--- config.mk ---
export PLATFORM = sky130hd
export DESIGN_NAME = piso_serializer_hs
export DESIGN_NICKNAME = d
export VERILOG_FILES = /design/src/rtl/piso_serializer_hs.sv
export SDC_FILE = /design/constraint.sdc
export NUM_CORES = 1
export LEC_CHECK = 0
export CORE_AREA = 2 2 39 41
export DETAILED_ROUTE_END_ITERATION = 10
export DIE_AREA = 0 0 41 43
export PLACE_DENSITY = 0.69
export SLEW_MARGIN = 10
export SYNTH_ARGS = -nofsm -noshare
export SYNTH_HDL_FRONTEND = slang
export SYNTH_SLANG_ARGS = --single-unit
--- constraint.sdc ---
create_clock -name clk -period 1.5 [get_ports clk]
set_clock_uncertainty 0.1 [all_clocks]
set_input_delay 0.225 -clock clk [delete_from_list [all_inputs] [get_ports clk]]
set_output_delay 0.225 -clock clk [all_outputs]
set_load 0.1 [all_outputs]
--- src/rtl/piso_serializer_hs.sv ---
// Parallel-in serial-out serializer with valid/ready handshakes on both sides.
// Ports: clk, rst (async high); load_valid/load_ready/parallel_in accept a word;
//        ser_out/ser_valid/ser_ready/ser_last stream it out; busy mirrors ser_valid.
module piso_serializer_hs #(
    parameter int WIDTH      = 4,
    parameter bit MSB_FIRST  = 1'b1,
    parameter bit IDLE_LEVEL = 1'b0
) (
    input  logic             clk,
    input  logic             rst,
    input  logic             load_valid,
    output logic             load_ready,
    input  logic [WIDTH-1:0] parallel_in,
    output logic             ser_out,
    output logic             ser_valid,
    input  logic             ser_ready,
    output logic             ser_last,
    output logic             busy
);

    localparam int CW = $clog2(WIDTH);
    localparam logic [CW-1:0] CNT_LAST = CW'(WIDTH - 1);

    typedef enum logic {
        IDLE,
        SHIFT
    } state_e;

    state_e           state_q, state_d;
    logic [WIDTH-1:0] shreg_q, shreg_d;
    logic [CW-1:0]    cnt_q, cnt_d;

    logic beat;
    logic accept;

    // Outputs decode straight from the registers, so an async reset
    // takes them to idle values without waiting for a clock edge.
    always_comb begin
        ser_valid  = (state_q == SHIFT);
        ser_last   = ser_valid && (cnt_q == CNT_LAST);
        busy       = ser_valid;
        ser_out    = IDLE_LEVEL;
        if (ser_valid) begin
            ser_out = MSB_FIRST ? shreg_q[WIDTH-1] : shreg_q[0];
        end
        // Ready on the last beat lets the next word follow with no gap.
        load_ready = !ser_valid || (ser_last && ser_ready);
        beat       = ser_valid && ser_ready;
        accept     = load_valid && load_ready;
    end

    always_comb begin
        state_d = state_q;
        shreg_d = shreg_q;
        cnt_d   = cnt_q;
        if (accept) begin
            state_d = SHIFT;
            shreg_d = parallel_in;
            cnt_d   = '0;
        end else if (beat && ser_last) begin
            state_d = IDLE;
            shreg_d = '0;
            cnt_d   = '0;
        end else if (beat) begin
            shreg_d = MSB_FIRST ? (shreg_q << 1) : (shreg_q >> 1);
            cnt_d   = cnt_q + CW'(1);
        end
    end

    always_ff @(posedge clk or posedge rst) begin
        if (rst) begin
            state_q <= IDLE;
            shreg_q <= '0;
            cnt_q   <= '0;
        end else begin
            state_q <= state_d;
            shreg_q <= shreg_d;
            cnt_q   <= cnt_d;
        end
    end

endmodule

==> impl_metrics.csv, run 1 <==
group,metric,value,unit
setup_path,worstSetupStartpointType,"register",
power,sequential_cell_fraction_of_total_power,22.9,%
power,p_total,1.409,mW
drt,total_iterations_of_the_first_detailed_routing_run,4,
power,clock_power_share,11.7,%
synthesis,synth_enable_flop_cells,0,
sta,worst_pin_slew,264.4,ps
cts,numCtsBuffers,3,
synthesis,synth.distinct_cells,22,
die,core_area,1384,µm²
job,maxCapViolations,0,
global_route,globalRouteOverflowTotal,0,
setup_path,cp_num_buf_inv,1,
power,power.density,1864,nW/µm²
synthesis,netlist_top_cells_area,"dfrtp_1 (40%), mux2i_1 (6.8%), nand2b_1 (4.3%)",
power,vdd_ir_drop_max,780.0,µV
power,power_switching_share,44.66,%
placed_design,pre_cts_slack,-14.24,ps
global_route,grt_first_pass_wirelength,1.587,mm
synthesis,synth_commonest_cells,"dfrtp_1 (7), nor2_1 (5), nand2_1 (4)",
sta,period_share,97.55,%
placed_design,placed_cell_areas,665.6,µm²
placed_design,dpl.hpwl,713.2,µm
setup_path,worst-endpoint-required,1170,ps
global_route,first_global_vias,396,
setup_path,crit_path_dat,1140,ps
placed_design,post-place-cells,78,
die,fp.dieArea,1763,µm²
synthesis,yosys.cell_count.top_type,"dfrtp_1",
final_layout,antenna_cells_inserted,0,
drt,routedWlPerCell,10.37,µm
sta,final-hold-violation-count,0,
drt,vias_per_cell,4.966,
synthesis,mappedNetlistArea,439.2,µm²
sta,grt_setup_unrepaired,"true",
sta,fmax,0.6834,GHz
sta,final_max_slew_violation_count,0,
power,total_leakage_power,0.3392,nW
synthesis,yosys.area.top_type,"dfrtp_1",
synthesis,netlist_instances,48,
hold_path,holdCritPathClass,"input port to asynchronous set/reset pin",
sta,final_period_minus_worst_setup_slack,1463,ps
placed_design,routability_congestion,0.7451,
global_route,grt_start_max_net_pins,9,
setup_path,worst_path_max_delay_cell,"dfrtp_1",
cts,cts_max_path_buffers,2,
sta,hold_ws,105.2,ps
cts,cts_hold_buffers,0,
die,rows,14,
drt,detail-route-antenna-nets,0,
setup_path,critPathMaxFanout,5,
sta,timing.max_slew.rel_slack,82.35,%
cts,cts_num_sinks,7,
final_layout,drive_gt1_share,36.62,%
synthesis,net_count_after_synthesis,57,
synthesis,synthesis.yosys.warnings,0,
synthesis,flops_latches_synth,7,
drt,wirelength,902,µm
die,die_h,43,µm
drt,drcViolationCount,0,
power,internal_power,0.7796,mW
final_layout,final_net_count,81,
final_layout,stdcell_area,755.7,µm²
die,initial_core_util,31.74,%
sta,pnr_worst_setup_slack,36.71,ps
synthesis,yosys.area.top_type_share,39.89,%
synthesis,async_set_or_reset_flop_fraction_in_the_synthesized_netlist,100.0,%
final_layout,n_fill_cell,124,
drt,dr.first_iter.drc_count,3,
synthesis,syn-mean-instance-area,9.149,µm²
die,die_width,41,µm
power,power_frac_comb,65.4,%
power,switching_power,0.6291,mW
status,outcome,"finished, final reports clean",
final_layout,layout.cells.non_filler,87,
cts,clk_pin_slew,50,ps
final_layout,sequential_cell_area,178.9,µm²
placed_design,place.port_buffers,12,
setup_path,path_cells,"ha_4 -> nand2_2 -> nand2_4 -> buf_12",
setup_path,timing.critical_path.max_delay_family,"flip-flops",
cts,ctsRootBufferMaster,"clkbuf_4",
final_layout,multi_input_gate_area,262.8,µm²
global_route,antenna_found_initial,0,
final_layout,syn_to_final_growth,72.08,%
global_route,grt_util_all_layers,13.71,%
drt,total_number_of_vias,432,
setup_path,slowest_delay,400,ps
synthesis,yosys_most_used_dff,"dfrtp_1",
setup_path,cp-end-kind,"output port",
cts,cts_tree,"yes",
cts,max_h_tree_level,1,
sta,final_setup_violation_count,0,
die,boundaryPins,13,
setup_path,critical_path_class,"register to output port",
cts,worst_skew_pair.late_latency,250,ps
synthesis,ys_seq_area_share,39.89,%
==> through the flow <==
| stage | utilization [%] | setup TNS [ps] |
|---|---|---|
| final | 54.61 | 0 |
| after global routing | 54.61 | -7.367 |
| after CTS | 54.61 | 0 |
| after detailed placement | 48.10 | -14.24 |
| after global placement | 48.10 | -12.67 |
| after floorplan | - | 0 |
==> registers in the layout, summed over array words and instances, names as in the netlist <==
signal	cells
shreg_q	4
cnt_q	2
busy	1
==> power groups by stage <==
stage / Sequential, mW / Clock, mW / Combinational [mW]
global placement: 0.330 / 0 / 0.810
floorplan: 0.336 / 0 / 0.539
global route: 0.335 / 0.176 / 0.974
detailed placement: 0.333 / 0 / 0.822
CTS: 0.324 / 0.173 / 0.930
finish: 0.322 / 0.165 / 0.922
==> cells by family after synthesis <==
family / count (synthesis) / synth area share [%]
fa+ha+maj: 1 / 2.849
mux: 4 / 9.402
simple gates: 25 / 30.20
compound gates: 6 / 11.11
flops: 7 / 39.89
buf+inv: 5 / 6.551
==> worst reg2reg max path, stage by stage (launching register included) <==
cell,delay [ps]
dfrtp_4,530
buf_12,160
mux2_1,330
nor2_1,90
nor3_1,60
==> final cells by class <==
class | instances | area share, %
Timing Repair Buffer | 23 | 34.93
Multi-Input combinational cell | 36 | 34.77
Sequential cell | 7 | 23.68
Clock buffer | 4 | 3.477
Tap cell | 16 | 2.649
Inverter | 1 | 0.4967
==> layout by cell type, fill, tap and decap left out, drive strengths merged <==
master	instances
buf	16
dfrtp	7
clkdlybuf4s50	6
nor2	5
nand2	5
clkbuf	4
nand2b	3
nor2b	3
mux2i	3
a311oi	2
nor3	2
nand4	2
and2	2
nand3b	2
mux2	1
nand3	1
inv	1
a22o	1
o211ai	1
a31oi	1
o221ai	1
ha	1
dlygate4sd2	1
==> what timing repair did <==
action,CTS,global route
pin swaps,1,1
setup endpoints to repair,3,2
resized for setup,4,0
setup buffers,5,0
==> routing by layer <==
layer / share of wire (%) / wire length (µm) / vias up / GRT usage [%]
met1: 47 / 423 / 196 / 18.67
li1: - / - / 220 / -
met5: 0 / 0 / - / 0
met3: 4.4 / 40 / 4 / 1.571
met2: 46 / 417 / 12 / 18.13
met4: 2.3 / 21 / 0 / 12.00
==> worst paths after layout <==
kind | from | endpoint | slack (ps) | cells after the start
max in group asynchronous | rst | busy | 960 | 2
setup / recovery | cnt_q[0] | load_ready | 40 | 4
hold reg to reg | shreg_q[1] | shreg_q[1] | 440 | 2
setup reg to reg | busy | shreg_q[3] | 110 | 4
hold / removal | rst | shreg_q[1] | 110 | 2
min in group clk | shreg_q[1] | shreg_q[1] | 440 | 2
Note: power is estimated with default switching activity, not from simulation.
==> run 2, diff against run 1 <==
Settings changed: CTS_CLUSTER_SIZE set to 12, SKIP_LAST_GASP set to 1.
==> results of run 2 <==
Final layout, timing and power as in run 1 (identical DEF).
==> run 3, diff against run 2 <==
Settings changed: CORE_AREA 2 2 39 41 to unset, CORE_MARGIN set to 2, CORE_UTILIZATION set to 25, DIE_AREA 0 0 41 43 to unset, PLACE_DENSITY 0.69 to 0.58.
==> run 3 against run 2 <==
Sequential cell count stayed put. Highest routed layer unchanged. Clock power up 7%. Count of clock-buffer cells in the layout unchanged. Global-route usage decreased by 2.5 points. First-iteration DRC count rose to 2.7 times the previous value. Sequential share of layout area is 1.1 points lower. Power rose by 2.9%. Critical endpoint is now ser_last.
==> impl_metrics.csv, run 3 (same netlist as run 1, synthesis figures left out) <==
group,metric,value,unit
cts,ctsRootBufferMaster,"clkbuf_4",
cts,cts_tree,"yes",
final_layout,top_register,"shreg_q",
power,power_frac_comb,65.8,%
final_layout,most_common_cell_after_layout_fill_and_taps_aside,"buf_4",
drt,drcViolationCount,0,
sta,period_share,98.68,%
global_route,grt_start_max_net_pins,10,
global_route,met1_usage,13.98,%
sta,timing.max_slew.rel_slack,81.90,%
drt,dr.first_iter.drc_count,8,
hold_path,holdCritPathClass,"input port to asynchronous set/reset pin",
placed_design,post-place-cells,79,
power,internal_power,0.7948,mW
power,p_total,1.450,mW
setup_path,critical_path_class,"register to output port",
setup_path,crit_path_dat,1160,ps
setup_path,critPathMaxFanout,5,
sta,fmax,0.6756,GHz
setup_path,cp-end-kind,"output port",
drt,vias_per_cell,4.860,
sta,final_setup_violation_count,0,
placed_design,place.port_buffers,12,
global_route,grt_first_pass_wirelength,1.656,mm
power,sequential_cell_fraction_of_total_power,22.1,%
setup_path,slowest_delay,400,ps
die,core_area,1689,µm²
die,die_width,45.91,µm
power,power_switching_share,45.17,%
job,maxCapViolations,0,
drt,wirelength,1.065,mm
drt,total_iterations_of_the_first_detailed_routing_run,4,
final_layout,final_cell_mix,"buf_4 (15), clkdlybuf4s50_1 (7), dfrtp_1 (6)",
setup_path,worst-endpoint-required,1170,ps
final_layout,drive_gt1_share,40.79,%
global_route,antenna_found_initial,0,
die,boundaryPins,13,
setup_path,worstSetupStartpointType,"register",
global_route,grt_util_all_layers,11.24,%
status,outcome,"finished, final reports clean",
power,power.density,1830,nW/µm²
cts,worst_skew_pair.late_latency,260,ps
drt,routedWlPerCell,11.45,µm
setup_path,path_cells,"ha_4 -> and2_4 -> buf_12",
global_route,globalRoute.busiestLayer,"met2",
final_layout,layout.cells.non_filler,93,
die,die_h,45.91,µm
global_route,first_global_vias,390,
power,clock_power_share,12.2,%
drt,total_number_of_vias,452,
cts,max_h_tree_level,1,
final_layout,final_net_count,86,
drt,detail-route-antenna-nets,0,
placed_design,dpl.hpwl,742.8,µm
final_layout,antenna_cells_inserted,0,
global_route,met2_usage,17.50,%
global_route,use_met3,3.571,%
sta,final-hold-violation-count,0,
final_layout,largest_register_ffs,4,
cts,cts_num_sinks,7,
die,rows,15,
power,total_leakage_power,0.3643,nW
power,vdd_ir_drop_max,743.3,µV
setup_path,reg2regPathDepth,4,
sta,worst_pin_slew,271.2,ps
die,initial_core_util,26.00,%
sta,final_max_slew_violation_count,0,
die,fp.dieArea,2108,µm²
final_layout,syn_to_final_growth,80.34,%
cts,cts_hold_buffers,0,
cts,numCtsBuffers,3,
cts,cts_max_path_buffers,2,
setup_path,worst_path_max_delay_cell,"dfrtp_1",
setup_path,ff2ff_setup_slack,100,ps
placed_design,routability_congestion,0.7401,
sta,grt_setup_unrepaired,"true",
final_layout,n_fill_cell,170,
power,switching_power,0.6548,mW
sta,final_period_minus_worst_setup_slack,1480,ps
cts,clk_pin_slew,60,ps
global_route,globalRouteOverflowTotal,0,
## run 3: cell count changes in the layout (fill, tap and decap cells not counted)
cell,delta
nand2_2,-1
buf_6,+1
nand2_4,+1
dlygate4sd2_1,-1
clkdlybuf4s50_1,+1
buf_12,-1
buf_4,+5
## run 3: per-layer routing
metal	vias to the layer above	part of all wire [%]
li1	226	-
met1	215	43
met2	9	52
met3	2	3.8
met4	0	1.2
met5	-	0
## run 3: power by group through the flow
| stage | Combinational [mW] | Clock (mW) | Sequential, mW |
|---|---|---|---|
| after global placement | 0.819 | 0 | 0.327 |
| after floorplan | 0.539 | 0 | 0.336 |
| after CTS | 0.913 | 0.181 | 0.321 |
| after detailed placement | 0.827 | 0 | 0.334 |
| after global routing | 1.01 | 0.189 | 0.334 |
| final | 0.953 | 0.176 | 0.320 |
## run 3: layout make-up
type                            count  area, µm²  share of cell area (%)
Inverter                            1      3.754                  0.4739
Timing Repair Buffer               28      294.0                   37.12
Tap cell                           17      21.27                   2.686
Sequential cell                     7      178.9                   22.59
Multi-Input combinational cell     36      267.8                   33.81
Clock buffer                        4      26.28                   3.318
## run 3: path summary, 6_finish.rpt
| kind | start | endpoint |
|---|---|---|
| setup / recovery | cnt_q[1] | ser_last |
| setup reg to reg | busy | shreg_q[3] |
| hold / removal | rst | shreg_q[2] |
| min in group clk | shreg_q[1] | shreg_q[1] |
| max in group asynchronous | rst | busy |
| hold reg to reg | shreg_q[1] | shreg_q[1] |
## run 3: repair_timing
action | CTS | global route
hold endpoints to repair | 0 | 0
resized for setup | 2 | 3
setup endpoints to repair | 3 | 2
setup buffers | 5 | 5
pin swaps | 0 | 1
## run 3: metrics by stage
step	hold slack, ps	area [µm²]	utilization, %	setup slack [ps]	TNS [ps]
3_3_place_gp	392.6	666.9	39.48	-29.15	-29.15
2_1_floorplan	-71.58	461.7	-	38.57	0
6_report	96.34	792.0	46.89	19.76	0
3_5_place_dp	391.7	666.9	39.48	-28.67	-28.67
4_1_cts	114.4	743.2	44.00	-20.71	-20.71
5_1_grt	138.7	792.0	46.89	-10.23	-10.23
## run 3: critical path, delay by kind of cell, from the launching register on
kind / cells / cell delay, ps
buf+inv: 1 / 160
flops: 1 / 400
simple gates: 1 / 140
fa+ha+maj: 1 / 200
